`src/rtl/sentinel_pkg.sv`:
```
// Shared types and display constants for the Sentinel sequence lock.
package sentinel_pkg;

    typedef enum logic [1:0] {
        ST_LOCKED,
        ST_COLLECT,
        ST_UNLOCKED,
        ST_LOCKOUT
    } sentinel_state_t;

    localparam logic [7:0] SEG_LOCKED   = 8'hC7;
    localparam logic [7:0] SEG_UNLOCKED = 8'hC1;
    localparam logic [7:0] SEG_LOCKOUT  = 8'hBF;
    localparam logic [7:0] SEG_OFF      = 8'hFF;

    localparam logic [7:0] GLOW_ON  = 8'hFF;
    localparam logic [7:0] GLOW_OFF = 8'h00;

    function automatic int max3(input int a, input int b, input int c);
        int m;
        m = (a > b) ? a : b;
        return (m > c) ? m : c;
    endfunction

endpackage

```
`src/rtl/sentinel_timer.sv`:
```
// Loadable down-counter; expire flags the edge on which the count goes 1->0.
module sentinel_timer #(
    parameter int W = 11
) (
    input  logic         clk,
    input  logic         rst,
    input  logic         load,
    input  logic [W-1:0] value,
    output logic         expire
);

    logic [W-1:0] cnt_q;

    always_ff @(posedge clk or posedge rst) begin
        if (rst) begin
            cnt_q <= '0;
        end else if (load) begin
            cnt_q <= value;
        end else if (cnt_q != '0) begin
            cnt_q <= cnt_q - W'(1);
        end
    end

    assign expire = (cnt_q == W'(1));

endmodule

```
`src/rtl/sentinel_seq_lock.sv`:
```
// Multi-digit sequence lock with failure counting, timed lockout and status display.
module sentinel_seq_lock
    import sentinel_pkg::*;
#(
    parameter int                         KEY_W       = 8,
    parameter int                         KEY_LEN     = 4,
    parameter logic [KEY_LEN*KEY_W-1:0]   KEY         = 32'hB61F7AC3,
    parameter int                         MAX_FAILS   = 3,
    parameter int                         ENTRY_TO    = 255,
    parameter int                         UNLOCK_CYC  = 1000,
    parameter int                         LOCKOUT_CYC = 1024
) (
    input  logic                             clk,
    input  logic                             rst,
    input  logic [KEY_W-1:0]                 key_in,
    input  logic                             key_valid,
    input  logic                             relock,
    input  logic                             ena,
    output logic                             unlocked,
    output logic                             lockout,
    output logic [$clog2(MAX_FAILS+1)-1:0]   fail_cnt,
    output logic [$clog2(KEY_LEN+1)-1:0]     digit_cnt,
    output logic [7:0]                       seg_out,
    output logic [7:0]                       glow
);

    localparam int FW = $clog2(MAX_FAILS + 1);
    localparam int DW = $clog2(KEY_LEN + 1);
    localparam int TW = $clog2(max3(ENTRY_TO, UNLOCK_CYC, LOCKOUT_CYC) + 1);

    localparam logic [DW-1:0] KLEN      = DW'(KEY_LEN);
    localparam logic [FW-1:0] MAXF      = FW'(MAX_FAILS);
    localparam logic [TW-1:0] T_ENTRY   = TW'(ENTRY_TO);
    localparam logic [TW-1:0] T_UNLOCK  = TW'(UNLOCK_CYC);
    localparam logic [TW-1:0] T_LOCKOUT = TW'(LOCKOUT_CYC);

    sentinel_state_t state_q, state_d;
    logic [FW-1:0]   fail_q, fail_d;
    logic [DW-1:0]   dcnt_q, dcnt_d;
    logic            mis_q, mis_d;
    logic            unl_q, lo_q;

    logic            tmr_load, tmr_exp, eval;
    logic [TW-1:0]   tmr_val;
    logic [DW-1:0]   idx;
    logic [KEY_W-1:0] want;

    sentinel_timer #(.W(TW)) u_timer (
        .clk    (clk),
        .rst    (rst),
        .load   (tmr_load),
        .value  (tmr_val),
        .expire (tmr_exp)
    );

    // Only one stored digit is compared per strobe; the verdict waits for the last one.
    assign idx  = (state_q == ST_COLLECT) ? dcnt_q : '0;
    assign want = KEY[(KEY_LEN - 1 - int'(idx)) * KEY_W +: KEY_W];

    always_comb begin
        state_d  = state_q;
        fail_d   = fail_q;
        dcnt_d   = dcnt_q;
        mis_d    = mis_q;
        tmr_load = 1'b0;
        tmr_val  = '0;
        eval     = 1'b0;
        unique case (state_q)
            ST_LOCKED: begin
                if (key_valid) begin
                    dcnt_d = DW'(1);
                    mis_d  = (key_in != want);
                    if (dcnt_d == KLEN) begin
                        eval = 1'b1;
                    end else begin
                        state_d  = ST_COLLECT;
                        tmr_load = 1'b1;
                        tmr_val  = T_ENTRY;
                    end
                end
            end
            ST_COLLECT: begin
                if (key_valid) begin
                    dcnt_d = dcnt_q + DW'(1);
                    mis_d  = mis_q | (key_in != want);
                    if (dcnt_d == KLEN) begin
                        eval = 1'b1;
                    end else begin
                        tmr_load = 1'b1;
                        tmr_val  = T_ENTRY;
                    end
                end else if (tmr_exp) begin
                    eval  = 1'b1;
                    mis_d = 1'b1;
                end
            end
            ST_UNLOCKED: begin
                if (relock || tmr_exp) state_d = ST_LOCKED;
            end
            ST_LOCKOUT: begin
                if (tmr_exp) begin
                    state_d = ST_LOCKED;
                    fail_d  = '0;
                end
            end
            default: ;
        endcase
        if (eval) begin
            dcnt_d = '0;
            if (!mis_d) begin
                state_d  = ST_UNLOCKED;
                fail_d   = '0;
                tmr_load = 1'b1;
                tmr_val  = T_UNLOCK;
            end else begin
                fail_d = (fail_q == MAXF) ? fail_q : fail_q + FW'(1);
                if (fail_d == MAXF) begin
                    state_d  = ST_LOCKOUT;
                    tmr_load = 1'b1;
                    tmr_val  = T_LOCKOUT;
                end else begin
                    state_d = ST_LOCKED;
                end
            end
            mis_d = 1'b0;
        end
    end

    always_ff @(posedge clk or posedge rst) begin
        if (rst) begin
            state_q <= ST_LOCKED;
            fail_q  <= '0;
            dcnt_q  <= '0;
            mis_q   <= 1'b0;
            unl_q   <= 1'b0;
            lo_q    <= 1'b0;
        end else begin
            state_q <= state_d;
            fail_q  <= fail_d;
            dcnt_q  <= dcnt_d;
            mis_q   <= mis_d;
            unl_q   <= (state_d == ST_UNLOCKED);
            lo_q    <= (state_d == ST_LOCKOUT);
        end
    end

    always_comb begin
        seg_out = SEG_OFF;
        if (ena) begin
            unique case (state_q)
                ST_UNLOCKED: seg_out = SEG_UNLOCKED;
                ST_LOCKOUT:  seg_out = SEG_LOCKOUT;
                default:     seg_out = SEG_LOCKED;
            endcase
        end
    end

    assign glow      = (unl_q && ena) ? GLOW_ON : GLOW_OFF;
    assign unlocked  = unl_q;
    assign lockout   = lo_q;
    assign fail_cnt  = fail_q;
    assign digit_cnt = dcnt_q;

endmodule

```
`config.mk`:
```
export PLATFORM = sky130hd
export DESIGN_NAME = sentinel_seq_lock
export DESIGN_NICKNAME = d
export VERILOG_FILES = /design/src/rtl/sentinel_pkg.sv /design/src/rtl/sentinel_timer.sv /design/src/rtl/sentinel_seq_lock.sv
export SDC_FILE = /design/constraint.sdc
export NUM_CORES = 1
export LEC_CHECK = 0
export ABC_AREA = 1
export ABC_CLOCK_PERIOD_IN_PS = 3200
export CORE_MARGIN = 3
export CORE_UTILIZATION = 50
export CTS_CLUSTER_SIZE = 25
export DETAILED_ROUTE_END_ITERATION = 7
export PLACE_DENSITY = 0.79
export SLEW_MARGIN = 20
export SYNTH_ARGS = -nofsm -noshare
export SYNTH_HDL_FRONTEND = slang
export SYNTH_SLANG_ARGS = --single-unit
```
`constraint.sdc`:
```
create_clock -name clk -period 3.2 [get_ports clk]
set_input_delay 0.32 -clock clk [delete_from_list [all_inputs] [get_ports clk]]
set_output_delay 0.32 -clock clk [all_outputs]
set_load 0.01 [all_outputs]
```
[Yosys cells after proc, flatten, opt, wreduce, memory -nomap -nowiden]
Index checks and enable logic that the tools add are counted.
Storage, ports and cells
  register bits: 21
  output and inout port bits: 23
  input port bits: 13
  word-level logic and storage cells: 80
Cells by class
  shift operators: 1
  reductions and logical operators: 10
  multiplexer cells: 45
  equality and inequality tests: 12
  $add $sub $neg: 4
  bitwise logic cells: 1
Operators with widths (number)
  $mux W11: 5
  $mux W8: 4
  $shiftx A32 B7 Y8 const A: 1
  $mux W2: 11
  $pmux W8 S2: 1
  $mux W1: 14
  $pmux W7 S2: 1
  $eq A2 B2 Y1 const B: 6
  $mux W3: 4
  $eq A11 B1 Y1 const B: 1
  $reduce_bool A11 Y1: 1
  $sub A11 B1 Y11 const B: 1
  $ne A8 B8 Y1: 1
  $mux W7: 1
  $ne A3 B3 Y1 const B: 2
  $pmux W2 S3: 1
  $pmux W3 S2: 1
  $reduce_bool A2 Y1: 3
  $pmux W1 S2: 2
  $sub A2 B3 Y4 const A: 1
  $add A3 B1 Y3 const B: 1
  $eq A3 B3 Y1 const B: 1
  $reduce_and A3 Y1: 1
  $reduce_bool A3 Y1: 1
  other kinds (7): 7

[Depth between registers and ports, before layout]
  word-level depth: 11
  depth in mapped cells: 16
  depth with buffers taken out: 16

[By module]
Synthesis repeated with hierarchy kept, for this count alone.
Second synthesis, totals
  cells, all modules: 261
  area total of the unflattened synthesis: 1736.7 µm²
Modules (own cells, without submodules)
  sentinel_seq_lock: cells each 147, area an instance 943.4 µm², seq. area each 250.2 µm², times used 1
  sentinel_timer: cells each 114, area an instance 793.3 µm², seq. area each 275.3 µm², times used 1

[Worst setup path before layout]
Ideal clock, no wire load.
  path type: register to register
  from: register u_timer.cnt_q[0]
  to: register u_timer.cnt_q[1]
  path buffers: 0
  stages on the path, launching flop included: 10
  data arrival time: 1.698 ns
  required time: 3.075 ns
  period minus slack after synthesis: 1.823 ns
  library setup time: 0.125 ns
  slack: 1.377 ns
  cells stage by stage: dfrtp_1 -> inv_1 -> ha_1 -> nand2_1 -> nor2_1 -> inv_1 -> nor2_1 -> inv_1 -> o311ai_1 -> inv_1
Between the ends
  cells in the longest elaborated chain, start to end: 7
  elaborated cells on any way between the ends: 16
  classes of those cells: add/sub (1); eq/ne (1); mux (12); reduce/logical (2)
Ends and longest elaborated chain
  start, declared: RTL line sentinel_timer.sv:12  | logic [W-1:0] cnt_q;
  start signal, assigned: RTL line sentinel_timer.sv:18  | cnt_q <= value;
  start signal, assigned: RTL line sentinel_timer.sv:20  | cnt_q <= cnt_q - W'(1);
  $eq A11 B1 Y1: RTL line sentinel_timer.sv:24  | assign expire = (cnt_q == W'(1));
  $mux W1: RTL line sentinel_seq_lock.sv:92  | end else if (tmr_exp) begin
  $mux W1: RTL line sentinel_seq_lock.sv:83  | if (key_valid) begin
  $pmux W1 S2: RTL line sentinel_seq_lock.sv:68  | unique case (state_q)
  $mux W11 or $mux W1 (tied branches): RTL line sentinel_seq_lock.sv:110  | if (!mis_d) begin
  $mux W11 or $mux W1 (tied branches): RTL line sentinel_seq_lock.sv:108  | if (eval) begin
  $mux W11 or $reduce_bool A2 Y1 (tied branches)
Several ways; a longest one is shown, not always the timed one. The select of a mux whose other input is x is not followed.
A chain may end at the register's enable or synchronous reset.

[Final worst setup path]
Same ends and word-level chain as after synthesis.

==> metrics.yaml <==
final_cell_mix: "46 x nand2_1, 34 x inv_1, 33 x clkdlybuf4s50_1, 22 x nor2_1, 21 x dfrtp_1"
synth.avg_cell_area_um2: 7.38
drt_iter0_markers: 76
place_congestion: 0.862
cp.arrival_ps: 2540
grt_pass1_wl_um: 6360
core_um2: 2900
synth_area_leaders: "dfrtp_1 33%, nand2_1 11%, inv_1 8.0%, buf_4 5.7%, nor2_1 5.2%"
grtUsageTotal: 0.196
syn_inst: 216
endpoint: "u_timer.cnt_q[1]"
crit_path_frequent_cell: "inv_1"
finalNetCount: 259
cts_root_buf: "clkbuf_4"
max_clock_freq_ghz: 0.429
ctsHoldBuffers: 0
dieArea_um2: 3900
startpoint: "u_timer.cnt_q[0]"
multi_input_area_um2: 832
cts_htree_levels: 1
worstPathMaxFanout: 9
grt_pass1_vias: 1433
die_w_um: 62.5
r2r_slack_ps: 870
yosys.cell_types.count: 33
slew_headroom: 0.493
syn2layout_area_growth_pct: 19.8
ys_async_sr_fraction: 1.00
fin_ws_ps: 870
slew_violations: 0
ios: 36
dr.pass1.iters: 4
start_util: 0.550
hold-worst-slack_ps: 428
clk_pin_slew_worst_paths_ps: 130
sequential_cell_area_um2: 526
hold_viol: 0
drive_gt1_frac: 0.0913
dp_hpwl_um: 2830
port_buffers: 33
crit_path_max_incr_delay_ps: 490
path_delay_family: "simple AND/OR/NAND/NOR gates"
finalSetupViolCount: 0
worst_slew_pin_slew_ps: 760
worstRegToRegCells: 9
finalCriticalPeriod_ps: 2330
cp_slowest_cell: "nor2_1"
crit_buf_inv: 4
cts_resized: 0
grt-ovfl-total: 0
yosysTopAreaCell: "dfrtp_1"
antenna_left: 0
p_leak_nw: 0.916
synth_ff_type: "dfrtp_1"
avgRoutedWirePerCell_um: 12.5
netlist_area_um2: 1590
start_kind: "flip-flop"
tns_ps: 0
rows: 19
status: "finished clean"
vias: 1451
tritoncts: "done"
clock_latency_ps: 310
drcViolationCount: 0
skew_ps: 10.7
clock-sinks: 21
wirelength_um: 3530
ys_seq_area_frac: 0.330
r2r_start: "u_timer.cnt_q[0]"
stdcell_count: 283
final_common_cell: "nand2_1"
antenna_found_initial: 0
ir_drop_v: 0.000498
vias_per_cell: 5.13
rsz0062_at_grt: "false"
powerDensity_nw_per_um2: 761
worstPathCellList: "inv_1 -> ha_1 -> nand2_1 -> nor2_1 -> inv_1 -> nor2_1 -> inv_1 -> o311ai_1 -> inv_1"
worst-path-stages: 9
hp-class: "input port to asynchronous set/reset pin"
dpl.cell_count: 279
endpoint_kind: "flip-flop"
cts_made_buffers: 3
synth_edf_count: 0
cp_data_required_time_ps: 3410
yosysTopAreaCellShare: 0.330
grt_max_degree: 22
dpl_worst_slack_ps: 760
ys_warn_count: 0
die_y_um: 62.5
finalCritPeriodShare: 0.728
post_cts_buffers: 0
ys_ff_latch: 21
r2r_end: "u_timer.cnt_q[1]"
worst-setup-path-type: "flip-flop to flip-flop"
num_antenna_cells: 0
fillCellCount: 292
cts_buffer_depth: 2
maxCapViolCount: 0
[sequential cells by signal, indices dropped and copies added, names as in the netlist]
register       flops
u_timer.cnt_q     11
digit_cnt          3
fail_cnt           2
state_q            2
lockout            1
mis_q              1
unlocked           1
[cells in the mapped netlist, drive strengths merged (2+ instances only)]
library cell / count
inv: 37
nand3b: 2
nor3: 4
o21ai: 3
nand2: 51
dfrtp: 21
buf: 13
xor2: 6
ha: 4
nand3: 19
nor2: 26
nand4: 6
a21oi: 6
o41ai: 2
o311ai: 5
o22ai: 4
[worst min path at each step]
stage	slack [ps]	end
after floorplan	300	digit_cnt[0]
final	430	u_timer.cnt_q[7]
after detailed placement	570	u_timer.cnt_q[10]
after global placement	550	u_timer.cnt_q[10]
after global routing	490	u_timer.cnt_q[7]
after CTS	450	u_timer.cnt_q[6]
[metrics by stage]
| step | total power, mW | utilization | area, um^2 |
|---|---|---|---|
| global route | 1.60 | 0.658 | 1910 |
| finish | 1.45 | 0.658 | 1910 |
| detailed placement | 1.32 | 0.648 | 1880 |
| CTS | 1.46 | 0.658 | 1910 |
| global placement | 1.30 | 0.648 | 1880 |
| floorplan | 1.07 | - | 1600 |
[where the power goes]
group	internal [mW]	total [mW]	switching (mW)
Combinational	0.353	0.831	0.478
Sequential	0.361	0.491	0.130
Clock	0.0476	0.131	0.0831
[kinds of logic after synthesis]
family | Yosys count | share of synthesized area
compound gates | 23 | 0.0973
xor+xnor | 7 | 0.0385
fa+ha+maj | 4 | 0.0314
buf+inv | 50 | 0.151
flops | 21 | 0.330
mux | 1 | 0.00628
other cells | 1 | 0.00235
simple gates | 109 | 0.344
[metal layers]
layer	wire, um	global-route usage	vias up	share of wire
met5	0	0	-	0
met4	24	0.0579	0	0.0068
met3	220	0.0414	4	0.062
met2	1540	0.300	46	0.44
met1	1750	0.277	666	0.49
li1	-	-	735	-
[cell type report]
cell class | instances | area share
Clock buffer | 3 | 0.0118
Multi-Input combinational cell | 146 | 0.436
Sequential cell | 21 | 0.275
Clock inverter | 1 | 0.00393
Inverter | 37 | 0.0727
Tap cell | 42 | 0.0275
Timing Repair Buffer | 33 | 0.173
[worst register-to-register path: cells and delay by family, from the launching register on]
kind	cells	cell delay [ps]
AND/OR/NAND/NOR	3	810
flip-flops	1	460
buffers and inverters	4	440
AO/OA/AOI/OAI	1	290
adder cells (fa/ha/maj)	1	240
(Power assumes the default switching activity.)
